<file path="src/rtl/pipeline_ctrl_pkg.sv">
// Shared pipeline-control definitions: FSM state encoding and forwarding-select codes.
// Pure declarations; no clocked logic.
package pipe_pkg;

  localparam logic [1:0] ST_RUN      = 2'd0;
  localparam logic [1:0] ST_MEM_WAIT = 2'd1;
  localparam logic [1:0] ST_DRAIN    = 2'd2;
  localparam logic [1:0] ST_HALTED   = 2'd3;

  typedef enum logic [1:0] {
    RUN      = ST_RUN,
    MEM_WAIT = ST_MEM_WAIT,
    DRAIN    = ST_DRAIN,
    HALTED   = ST_HALTED
  } state_t;

  localparam logic [1:0] FWD_RF    = 2'b00;
  localparam logic [1:0] FWD_EXMEM = 2'b01;
  localparam logic [1:0] FWD_MEMWB = 2'b10;

  // A load still in EX has no data yet, so its EX/MEM path is not a valid source.
  function automatic logic [1:0] fwd_sel(input logic hit_ex, input logic hit_mem,
                                         input logic ex_load);
    if (hit_ex && !ex_load) return FWD_EXMEM;
    if (hit_mem)            return FWD_MEMWB;
    return FWD_RF;
  endfunction

endpackage

</file>
<file path="src/rtl/pipeline_ctrl_if.sv">
// Hazard/event inputs and stage-control outputs of the pipeline controller.
// master = controller side, slave = pipeline datapath side.
interface pipeline_ctrl_if #(parameter int CNT_W = 16);

  logic             R1_EX, R1_MEM, R2_EX, R2_MEM;
  logic             EX_MemRead, EX_BranchTaken, ID_Halt, Resume;
  logic             MEM_Req, MEM_Ready;
  logic             PC_En, IFID_En, IDEX_En, EXMEM_En, MEMWB_En;
  logic             IFID_Flush, IDEX_Flush;
  logic [1:0]       R1_Fwd, R2_Fwd;
  logic [CNT_W-1:0] Stall_Cnt, Flush_Cnt;
  logic             Halted;

  modport master (
    input  R1_EX, R1_MEM, R2_EX, R2_MEM, EX_MemRead, EX_BranchTaken, ID_Halt, Resume,
    input  MEM_Req, MEM_Ready,
    output PC_En, IFID_En, IDEX_En, EXMEM_En, MEMWB_En, IFID_Flush, IDEX_Flush,
    output R1_Fwd, R2_Fwd, Stall_Cnt, Flush_Cnt, Halted
  );

  modport slave (
    output R1_EX, R1_MEM, R2_EX, R2_MEM, EX_MemRead, EX_BranchTaken, ID_Halt, Resume,
    output MEM_Req, MEM_Ready,
    input  PC_En, IFID_En, IDEX_En, EXMEM_En, MEMWB_En, IFID_Flush, IDEX_Flush,
    input  R1_Fwd, R2_Fwd, Stall_Cnt, Flush_Cnt, Halted
  );

endinterface

</file>
<file path="src/rtl/pipeline_ctrl_sat_counter.sv">
// Saturating event counter: counts inc pulses, sticks at all-ones.
// One-cycle update latency; no backpressure.
module sat_counter #(
  parameter int CNT_W = 16
) (
  input  logic             clk,
  input  logic             rst_n,
  input  logic             inc,
  output logic [CNT_W-1:0] cnt
);

  always_ff @(posedge clk or negedge rst_n) begin
    if (!rst_n)                 cnt <= '0;
    else if (inc && cnt != '1)  cnt <= cnt + CNT_W'(1);
  end

endmodule

</file>
<file path="src/rtl/pipeline_ctrl.sv">
// 5-stage pipeline controller: forwarding, load-use stall, branch flush, memory freeze, halt/drain.
// Stage controls are combinational (zero latency); counters and Halted come from registers.
module pipeline_ctrl
  import pipe_pkg::*;
#(
  parameter int CNT_W        = 16,
  parameter int DRAIN_CYCLES = 3
) (
  input  logic             clk,
  input  logic             rst_n,
  pipeline_ctrl_if.master  bus
);

  localparam int DW = (DRAIN_CYCLES > 1) ? $clog2(DRAIN_CYCLES) : 1;

  state_t        state, state_nxt;
  logic [DW-1:0] drain_cnt, drain_nxt;
  logic          resume_q, resume_nxt;
  logic [4:0]    en;        // {PC, IFID, IDEX, EXMEM, MEMWB}
  logic          ifid_flush, idex_flush;
  logic [1:0]    r1_fwd, r2_fwd;
  logic          stall_inc, flush_inc;
  logic          mem_stall, load_use, hold;

  assign mem_stall = bus.MEM_Req & ~bus.MEM_Ready;
  assign load_use  = (bus.R1_EX | bus.R2_EX) & bus.EX_MemRead;
  assign hold      = (state == MEM_WAIT) ? ~bus.MEM_Ready : mem_stall;

  always_comb begin
    state_nxt  = state;
    drain_nxt  = drain_cnt;
    resume_nxt = 1'b0;
    en         = 5'b11111;
    ifid_flush = 1'b0;
    idex_flush = 1'b0;
    stall_inc  = 1'b0;
    flush_inc  = 1'b0;
    r1_fwd     = fwd_sel(bus.R1_EX, bus.R1_MEM, bus.EX_MemRead);
    r2_fwd     = fwd_sel(bus.R2_EX, bus.R2_MEM, bus.EX_MemRead);

    case (state)
      RUN, MEM_WAIT: begin
        if (hold) begin
          en        = 5'b00000;
          state_nxt = MEM_WAIT;
        end else begin
          // The ready cycle of a memory wait behaves exactly like RUN, so deferred events land here.
          state_nxt = RUN;
          if (bus.EX_BranchTaken) begin
            ifid_flush = 1'b1;
            idex_flush = 1'b1;
            flush_inc  = 1'b1;
          end else if (load_use) begin
            en[4:3]    = 2'b00;
            idex_flush = 1'b1;
            stall_inc  = 1'b1;
          end else if (bus.ID_Halt) begin
            state_nxt = DRAIN;
            drain_nxt = DW'(DRAIN_CYCLES - 1);
          end
          if (state == RUN && resume_q) ifid_flush = 1'b1;
        end
      end
      DRAIN: begin
        if (mem_stall) begin
          en = 5'b00000;
        end else begin
          en[4:3]    = 2'b00;
          idex_flush = 1'b1;
          if (drain_cnt == '0) state_nxt = HALTED;
          else                 drain_nxt = drain_cnt - DW'(1);
        end
      end
      HALTED: begin
        en = 5'b00000;
        if (bus.Resume) begin
          state_nxt  = RUN;
          resume_nxt = 1'b1;
        end
      end
      default: state_nxt = RUN;
    endcase

    if (!rst_n) begin
      en         = 5'b00000;
      ifid_flush = 1'b1;
      idex_flush = 1'b1;
      r1_fwd     = FWD_RF;
      r2_fwd     = FWD_RF;
      stall_inc  = 1'b0;
      flush_inc  = 1'b0;
    end
  end

  always_ff @(posedge clk or negedge rst_n) begin
    if (!rst_n) begin
      state     <= RUN;
      drain_cnt <= '0;
      resume_q  <= 1'b0;
    end else begin
      state     <= state_nxt;
      drain_cnt <= drain_nxt;
      resume_q  <= resume_nxt;
    end
  end

  sat_counter #(.CNT_W(CNT_W)) u_stall_cnt (
    .clk(clk), .rst_n(rst_n), .inc(stall_inc), .cnt(bus.Stall_Cnt)
  );

  sat_counter #(.CNT_W(CNT_W)) u_flush_cnt (
    .clk(clk), .rst_n(rst_n), .inc(flush_inc), .cnt(bus.Flush_Cnt)
  );

  assign {bus.PC_En, bus.IFID_En, bus.IDEX_En, bus.EXMEM_En, bus.MEMWB_En} = en;
  assign bus.IFID_Flush = ifid_flush;
  assign bus.IDEX_Flush = idex_flush;
  assign bus.R1_Fwd     = r1_fwd;
  assign bus.R2_Fwd     = r2_fwd;
  assign bus.Halted     = (state == HALTED);

endmodule
</file>
<file path="src/flat_wrapper.sv">
// flat-port wrapper written by rule: the top's interface ports become plain ports
module pipeline_ctrl_flat import pipe_pkg::*;
#(
  parameter int CNT_W        = 16,
  parameter int DRAIN_CYCLES = 3
)
  (clk, rst_n, bus_R1_EX, bus_R1_MEM, bus_R2_EX, bus_R2_MEM, bus_EX_MemRead, bus_EX_BranchTaken, bus_ID_Halt, bus_Resume, bus_MEM_Req, bus_MEM_Ready, bus_PC_En, bus_IFID_En, bus_IDEX_En, bus_EXMEM_En, bus_MEMWB_En, bus_IFID_Flush, bus_IDEX_Flush, bus_R1_Fwd, bus_R2_Fwd, bus_Stall_Cnt, bus_Flush_Cnt, bus_Halted);
  pipeline_ctrl_if #(.CNT_W(CNT_W)) bus_i ();
  input  logic clk;
  input  logic rst_n;
  input wire logic [$bits(bus_i.R1_EX)-1:0] bus_R1_EX;
  input wire logic [$bits(bus_i.R1_MEM)-1:0] bus_R1_MEM;
  input wire logic [$bits(bus_i.R2_EX)-1:0] bus_R2_EX;
  input wire logic [$bits(bus_i.R2_MEM)-1:0] bus_R2_MEM;
  input wire logic [$bits(bus_i.EX_MemRead)-1:0] bus_EX_MemRead;
  input wire logic [$bits(bus_i.EX_BranchTaken)-1:0] bus_EX_BranchTaken;
  input wire logic [$bits(bus_i.ID_Halt)-1:0] bus_ID_Halt;
  input wire logic [$bits(bus_i.Resume)-1:0] bus_Resume;
  input wire logic [$bits(bus_i.MEM_Req)-1:0] bus_MEM_Req;
  input wire logic [$bits(bus_i.MEM_Ready)-1:0] bus_MEM_Ready;
  output wire logic [$bits(bus_i.PC_En)-1:0] bus_PC_En;
  output wire logic [$bits(bus_i.IFID_En)-1:0] bus_IFID_En;
  output wire logic [$bits(bus_i.IDEX_En)-1:0] bus_IDEX_En;
  output wire logic [$bits(bus_i.EXMEM_En)-1:0] bus_EXMEM_En;
  output wire logic [$bits(bus_i.MEMWB_En)-1:0] bus_MEMWB_En;
  output wire logic [$bits(bus_i.IFID_Flush)-1:0] bus_IFID_Flush;
  output wire logic [$bits(bus_i.IDEX_Flush)-1:0] bus_IDEX_Flush;
  output wire logic [$bits(bus_i.R1_Fwd)-1:0] bus_R1_Fwd;
  output wire logic [$bits(bus_i.R2_Fwd)-1:0] bus_R2_Fwd;
  output wire logic [$bits(bus_i.Stall_Cnt)-1:0] bus_Stall_Cnt;
  output wire logic [$bits(bus_i.Flush_Cnt)-1:0] bus_Flush_Cnt;
  output wire logic [$bits(bus_i.Halted)-1:0] bus_Halted;
  assign bus_i.R1_EX = bus_R1_EX;
  assign bus_i.R1_MEM = bus_R1_MEM;
  assign bus_i.R2_EX = bus_R2_EX;
  assign bus_i.R2_MEM = bus_R2_MEM;
  assign bus_i.EX_MemRead = bus_EX_MemRead;
  assign bus_i.EX_BranchTaken = bus_EX_BranchTaken;
  assign bus_i.ID_Halt = bus_ID_Halt;
  assign bus_i.Resume = bus_Resume;
  assign bus_i.MEM_Req = bus_MEM_Req;
  assign bus_i.MEM_Ready = bus_MEM_Ready;
  assign bus_PC_En = bus_i.PC_En;
  assign bus_IFID_En = bus_i.IFID_En;
  assign bus_IDEX_En = bus_i.IDEX_En;
  assign bus_EXMEM_En = bus_i.EXMEM_En;
  assign bus_MEMWB_En = bus_i.MEMWB_En;
  assign bus_IFID_Flush = bus_i.IFID_Flush;
  assign bus_IDEX_Flush = bus_i.IDEX_Flush;
  assign bus_R1_Fwd = bus_i.R1_Fwd;
  assign bus_R2_Fwd = bus_i.R2_Fwd;
  assign bus_Stall_Cnt = bus_i.Stall_Cnt;
  assign bus_Flush_Cnt = bus_i.Flush_Cnt;
  assign bus_Halted = bus_i.Halted;
  pipeline_ctrl #(.CNT_W(CNT_W), .DRAIN_CYCLES(DRAIN_CYCLES)) u_core (.clk(clk), .rst_n(rst_n), .bus(bus_i));
endmodule
</file>
<file path="config.mk">
export PLATFORM = sky130hd
export DESIGN_NAME = pipeline_ctrl_flat
export DESIGN_NICKNAME = d
export VERILOG_FILES = /design/src/rtl/pipeline_ctrl_pkg.sv /design/src/rtl/pipeline_ctrl_if.sv /design/src/rtl/pipeline_ctrl_sat_counter.sv /design/src/rtl/pipeline_ctrl.sv /design/src/flat_wrapper.sv
export SDC_FILE = /design/constraint.sdc
export NUM_CORES = 1
export LEC_CHECK = 0
export CAP_MARGIN = 20
export CORE_MARGIN = 2
export CORE_UTILIZATION = 65
export CTS_CLUSTER_DIAMETER = 50
export DETAILED_ROUTE_END_ITERATION = 10
export DONT_BUFFER_PORTS = 1
export PLACE_DENSITY = 0.8
export RECOVER_POWER = 50
export SKIP_LAST_GASP = 1
export SLEW_MARGIN = 20
export SYNTH_ARGS = -nofsm -noshare
export SYNTH_HDL_FRONTEND = slang
export SYNTH_SLANG_ARGS = --single-unit
</file>
<file path="constraint.sdc">
create_clock -name clk -period 2.84 [get_ports clk]
set_clock_uncertainty 0.1 [all_clocks]
set_input_delay 0.568 -clock clk [delete_from_list [all_inputs] [get_ports clk]]
set_output_delay 0.568 -clock clk [all_outputs]
set_load 0.01 [all_outputs]
</file>
==> impl_metrics.ini, run 1 <==
[worst_setup_path]
cp.required_ns = 2.17
worstPathArrival_ns = 1.65
cp-start-kind = register
end_kind = output port
critical_path.max_fanout = 12
critical_path_class = register to output port

[synthesis]
synth.most_common_cell = dfrtp_1
synth_area_leader_cell = dfrtp_1
synth-edff-count = 0
ys_warn_count = 0
synth_top_area_share_pct = 44.0
avgSynthCellArea_um2 = 10.5
synthCells = 200
synthArstFlopShare_pct = 100
ys_seq_area_share_pct = 44.0
netlist_area_um2 = 2110
ys.flop_type = dfrtp_1
yosys-top-cells-count = 37 x dfrtp_1, 22 x xor2_1, 16 x nand2_1
synth_seq_cells = 37
ys_types = 46
synthTopCellsByArea = dfrtp_1 44%, xor2_1 9.2%, nor4_2 3.0%
synth_nets = 215

[grt]
grt_pass1_vias = 1429
grt_usage_pct = 22.9
met3_usage_pct = 7.46
grt_overflow_total = 0
use_met1_pct = 27.5
grt_start_max_net_pins = 38
grt_pass1_wl_um = 6250
met2_usage_pct = 38.7
antenna_found_initial = 0
top_usage_layer = met2

[cts]
clk_latency_ns = 0.33
clock_path_buffers = 2
clk_pin_slew_ns = 0.09
cts-buffers-inserted = 5
cts_tree = built
ctsRootBufferMaster = clkbuf_4
h-tree-depth = 2
cts_setup_buffers = 0
clock_sinks = 37

[layout]
num_antenna_cells = 0
drive_gt1_share_pct = 12.9
fin_cells = 245
area_growth_pct = 3.56
fin_nets = 217

[place]
placedCellCount = 237
io_buffers = 0
place.gp.congestion = 0.843
post-dp-hpwl_um = 2860

[min_path]
min_path_type = primary input to register

[sta]
max_freq_mhz = 431
slew_viol_final = 0
fin_setup_tns_ns = 0
worstMarginPinSlew_ns = 0.487
relSlewSlack_pct = 67.2
final-setup-viol-count = 0
post-route-min-period_ns = 2.32
hold_viol_final = 0
rsz0062_at_grt = false
finalCritPeriodShare_pct = 81.7

[route]
drc = 0
drt-vias-per-instance = 6.27
wirelength_um = 3930
vias = 1536
drt-initial-drc-count = 69
antenna_left = 0
firstDrtPassIters = 4
wire_per_inst_um = 16.0

[floorplan]
dieArea_um2 = 3710
core_um2 = 3080
rows = 20
num_io_pins = 56
die_w_um = 60.9
initial_utilization_pct = 68.4
die_h_um = 60.9

[power_and_ir_drop]
total_power_mw = 1.31
vdd_drop_max_mv = 0.493
p_leak_nw = 1.06
power-per-cell-area_nw_per_um2 = 602

[run]
drv_cap = 0

[outcome]
status = finished clean
==> cells by family after synthesis <==
family	count (synthesis)	synth area share, %
mux	2	1.25
fa+ha+maj	3	1.78
simple gates	93	30.2
compound gates	20	6.42
flops	37	44.0
xor+xnor	29	12.1
buf+inv	16	4.28
==> state kept, by name, summed over array words and instances, names as in the netlist <==
| register | count |
|---|---|
| u_core.u_flush_cnt.cnt | 16 |
| u_core.u_stall_cnt.cnt | 16 |
| u_core.resume_q | 1 |
| u_core.state | 2 |
| u_core.drain_cnt | 2 |
==> placed cells by master (no fill, tap or decap), types with 6 or more instances in the layout <==
cell type / count
nand2_1: 16
a21oi_1: 10
nand4_1: 9
and3_1: 6
dfrtp_1: 37
inv_1: 8
nand3_1: 8
xor2_1: 22
nor3_1: 6
nor2_1: 8
xnor2_1: 7
==> through the flow <==
| step | instance area, um2 | worst slack [ns] | util (%) | hold slack (ns) |
|---|---|---|---|---|
| floorplan | 2110 | 0.962 | - | 0.172 |
| global placement | 2110 | 0.931 | 68.5 | 0.173 |
| detailed placement | 2110 | 0.886 | 68.5 | 0.173 |
| CTS | 2180 | 0.518 | 70.9 | 0.305 |
| global route | 2180 | 0.372 | 70.9 | 0.307 |
| finish | 2180 | 0.518 | 70.9 | 0.324 |
==> worst paths after layout <==
check                                           from  depth (start not counted)  slack (ns)                    endpoint
hold reg to reg                  u_core.drain_cnt[0]                          1        0.37         u_core.drain_cnt[0]
setup reg to reg           u_core.u_stall_cnt.cnt[0]                          5        0.93   u_core.u_stall_cnt.cnt[1]
min in group asynchronous                      rst_n                          2        0.59  u_core.u_stall_cnt.cnt[11]
setup / recovery                     u_core.state[1]                          4        0.52              bus_IFID_Flush
max in group asynchronous                      rst_n                          2        1.87   u_core.u_stall_cnt.cnt[5]
hold / removal                            bus_Resume                          1        0.32             u_core.resume_q
==> worst max-delay path: stages (launching register included) <==
cell     delay, ns
dfrtp_1       0.57
inv_1         0.13
a21oi_1       0.17
nor2_1        0.07
o31ai_1       0.39
==> power by group <==
group / leakage, nW / internal, mW / switching (mW)
logic: 0.546 / 0.135 / 0.159
registers: 0.483 / 0.609 / 0.173
clock network: 0.0269 / 0.0859 / 0.152
total: 1.06 / 0.830 / 0.484
==> layer usage <==
layer	up-vias	part of all wire [%]
met1	765	43
met4	0	0.97
met3	4	5.6
met5	-	0
li1	726	-
met2	41	51
==> final cells by class <==
cell class	instances	area [um2]
multi-input cells	147	1090
repair buffers	3	37.5
fillers	236	897
well taps	44	55.1
clock inverters	1	5.00
flip-flops and latches	37	926
clock buffers	5	37.5
inverters	8	30.0
==> what timing repair did <==
| item | in CTS | in global routing |
|---|---|---|
| hold buffers | 2 | 0 |
| gates resized for setup | 0 | 0 |
| endpoints found under the hold margin | 37 | 0 |
No activity file was read; power rests on OpenSTA's default activity.
==> inputs of run 2 (changes only) <==
--- a/config.mk
+++ b/config.mk
@@ -5,13 +5,14 @@
 export SDC_FILE = /design/constraint.sdc
 export NUM_CORES = 1
 export LEC_CHECK = 0
+export ABC_AREA = 1
 export CAP_MARGIN = 20
 export CORE_MARGIN = 2
-export CORE_UTILIZATION = 65
+export CORE_UTILIZATION = 57
 export CTS_CLUSTER_DIAMETER = 50
 export DETAILED_ROUTE_END_ITERATION = 10
 export DONT_BUFFER_PORTS = 1
-export PLACE_DENSITY = 0.8
+export PLACE_DENSITY = 0.74
 export RECOVER_POWER = 50
 export SKIP_LAST_GASP = 1
 export SLEW_MARGIN = 20
==> constraint.sdc (replaced) <==
create_clock -name clk -period 1.9 [get_ports clk]
set_clock_uncertainty 0.1 [all_clocks]
set_input_delay 0.38 -clock clk [delete_from_list [all_inputs] [get_ports clk]]
set_output_delay 0.38 -clock clk [all_outputs]
set_load 0.01 [all_outputs]
==> impl_metrics.ini, run 2 <==
[outcome]
status = finished clean

[synthesis]
synthCells = 366
synthTopCellsByArea = dfrtp_1 37%, nand2_1 23%, nor2_1 5.4%
avgSynthCellArea_um2 = 6.87
synth-edff-count = 0
synthArstFlopShare_pct = 100
ys.flop_type = dfrtp_1
ys_seq_area_share_pct = 36.8
synth.most_common_cell = nand2_1
netlist_area_um2 = 2510
synth_nets = 381
yosys-top-cells-count = 157 x nand2_1, 37 x dfrtp_1, 36 x nor2_1
synth_top_area_share_pct = 36.8
synth_seq_cells = 37
ys_types = 26
ys_warn_count = 0
synth_area_leader_cell = dfrtp_1

[layout]
layout_commonest_cell = nand2_1
largest_registers = u_core.u_flush_cnt.cnt: 16 flops, u_core.u_stall_cnt.cnt: 16 flops
mostFrequentLayoutCells = 154 x nand2_1, 36 x dfrtp_1, 34 x nor2_1, 32 x inv_1, 20 x nand3_1
fin_cells = 439
nFillCells = 368
drive_gt1_share_pct = 17.1
finalCoreUtilization_pct = 65.7
area_growth_pct = 12.2
num_antenna_cells = 0
fin_nets = 401

[sta]
post-route-min-period_ns = 1.82
slew_viol_final = 0
worst_slack_ns = 0.0846
final-setup-viol-count = 0
fin_setup_tns_ns = 0
max_freq_mhz = 551
finalCritPeriodShare_pct = 95.5
worstMarginPinSlew_ns = 0.911
relSlewSlack_pct = 39.2
hold_viol_final = 0

[grt]
grt_pass1_vias = 2275
antenna_found_initial = 0
grt_start_max_net_pins = 38
grt_overflow_total = 0
grt_usage_pct = 24.7
grt_pass1_wl_um = 9890

[floorplan]
rows = 24
die_h_um = 70.4
core_um2 = 4290
num_io_pins = 56
initial_utilization_pct = 58.5
dieArea_um2 = 4960
die_w_um = 70.4

[route]
vias = 2327
drc = 0
drt-vias-per-instance = 5.30
wirelength_um = 5630
wire_per_inst_um = 12.8
antenna_left = 0
drt-initial-drc-count = 159
firstDrtPassIters = 4

[worst_setup_path]
worstPathArrival_ns = 1.34
critical_path_class = register to output port
cp.required_ns = 1.42
cp_slowest_cell = dfrtp_2
critical_path.max_fanout = 3
cp-start-kind = register
max_stage_delay_ns = 0.45
ff2ff_setup_slack_ns = 0.19
path_cells = buf_4 -> inv_1 -> a21oi_1 -> o21ai_0
end_kind = output port

[min_path]
min_path_type = primary input to register

[power_and_ir_drop]
p_leak_nw = 1.35
power-per-cell-area_nw_per_um2 = 1070
total_power_mw = 3.00
vdd_drop_max_mv = 0.573

[cts]
clk_latency_ns = 0.30
clk_pin_slew_ns = 0.07
cts-buffers-inserted = 5
cts_tree = built
clock_sinks = 37
h-tree-depth = 2
ctsRootBufferMaster = clkbuf_8
clock_path_buffers = 2

[place]
pre_cts_slack_ns = 0.170
place.gp.congestion = 0.859
post-dp-hpwl_um = 4020
io_buffers = 0
placedCellCount = 422

[run]
drv_cap = 0
-- run 2: worst paths after layout --
kind	to	depth (start not counted)	from
max reg2reg	u_core.u_stall_cnt.cnt[8]	8	u_core.u_stall_cnt.cnt[1]
max	bus_IFID_Flush	4	u_core.state[0]
min	u_core.resume_q	2	bus_Resume
min reg2reg	u_core.drain_cnt[1]	2	u_core.drain_cnt[1]
min in group asynchronous	u_core.u_flush_cnt.cnt[6]	2	rst_n
max in group asynchronous	u_core.state[0]	2	rst_n
-- run 2: routing by layer --
| layer | track usage, % | part of all wire (%) | vias up |
|---|---|---|---|
| met4 | 8.97 | 1.6 | 0 |
| li1 | - | - | 1191 |
| met5 | 0 | 0 | - |
| met3 | 6.49 | 5.5 | 10 |
| met1 | 30.8 | 43 | 1071 |
| met2 | 41.1 | 50 | 55 |
-- run 2: kinds of logic (layout without fill, tap and decap cells) --
kind of cell / count (synthesis) / in the layout / share of synthesized area [%]
buffers and inverters: 43 / 64 / 8.21
AND/OR/NAND/NOR: 251 / 251 / 43.7
flip-flops: 37 / 37 / 36.8
AO/OA/AOI/OAI: 20 / 20 / 5.62
XOR/XNOR: 12 / 12 / 4.18
adder cells (fa/ha/maj): 3 / 3 / 1.49
-- run 2: critical path: cells and delay by family, from the launching register on --
kind | cells | cell delay [ns]
flops | 1 | 0.45
compound gates | 2 | 0.39
buf+inv | 2 | 0.22
-- run 2: where the power goes --
group | switching (mW) | internal, mW | total, mW
Sequential | 0.232 | 0.961 | 1.19
Combinational | 0.663 | 0.451 | 1.11
Clock | 0.304 | 0.393 | 0.697
Total | 1.20 | 1.81 | 3.00
-- run 2: what timing repair did --
| item | 4_1_cts | 5_1_grt |
|---|---|---|
| cloned | 0 | 0 |
| endpoints found under the hold margin | 37 | 0 |
| pin swaps | 1 | 4 |
| buffers inserted | 1 | 6 |
| hold buffers | 2 | 0 |
| endpoints found under the setup margin | 3 | 5 |
| gates resized for setup | 2 | 8 |
-- run 2: per-stage QoR --
stage	area, um2	hold slack (ns)
2_1_floorplan	2510	-0.0156
3_3_place_gp	2610	-0.0147
3_5_place_dp	2610	-0.0148
4_1_cts	2760	0.107
5_1_grt	2820	0.110
6_report	2820	0.120
-- run 2: layout make-up --
type / count / area [um2] / share of cell area [%]
well taps: 52 / 65.1 / 2.31
multi-input cells: 286 / 1410 / 50.0
repair buffers: 21 / 170 / 6.03
clock buffers: 5 / 68.8 / 2.44
clock inverters: 3 / 46.3 / 1.64
inverters: 35 / 134 / 4.75
flip-flops and latches: 37 / 927 / 32.9
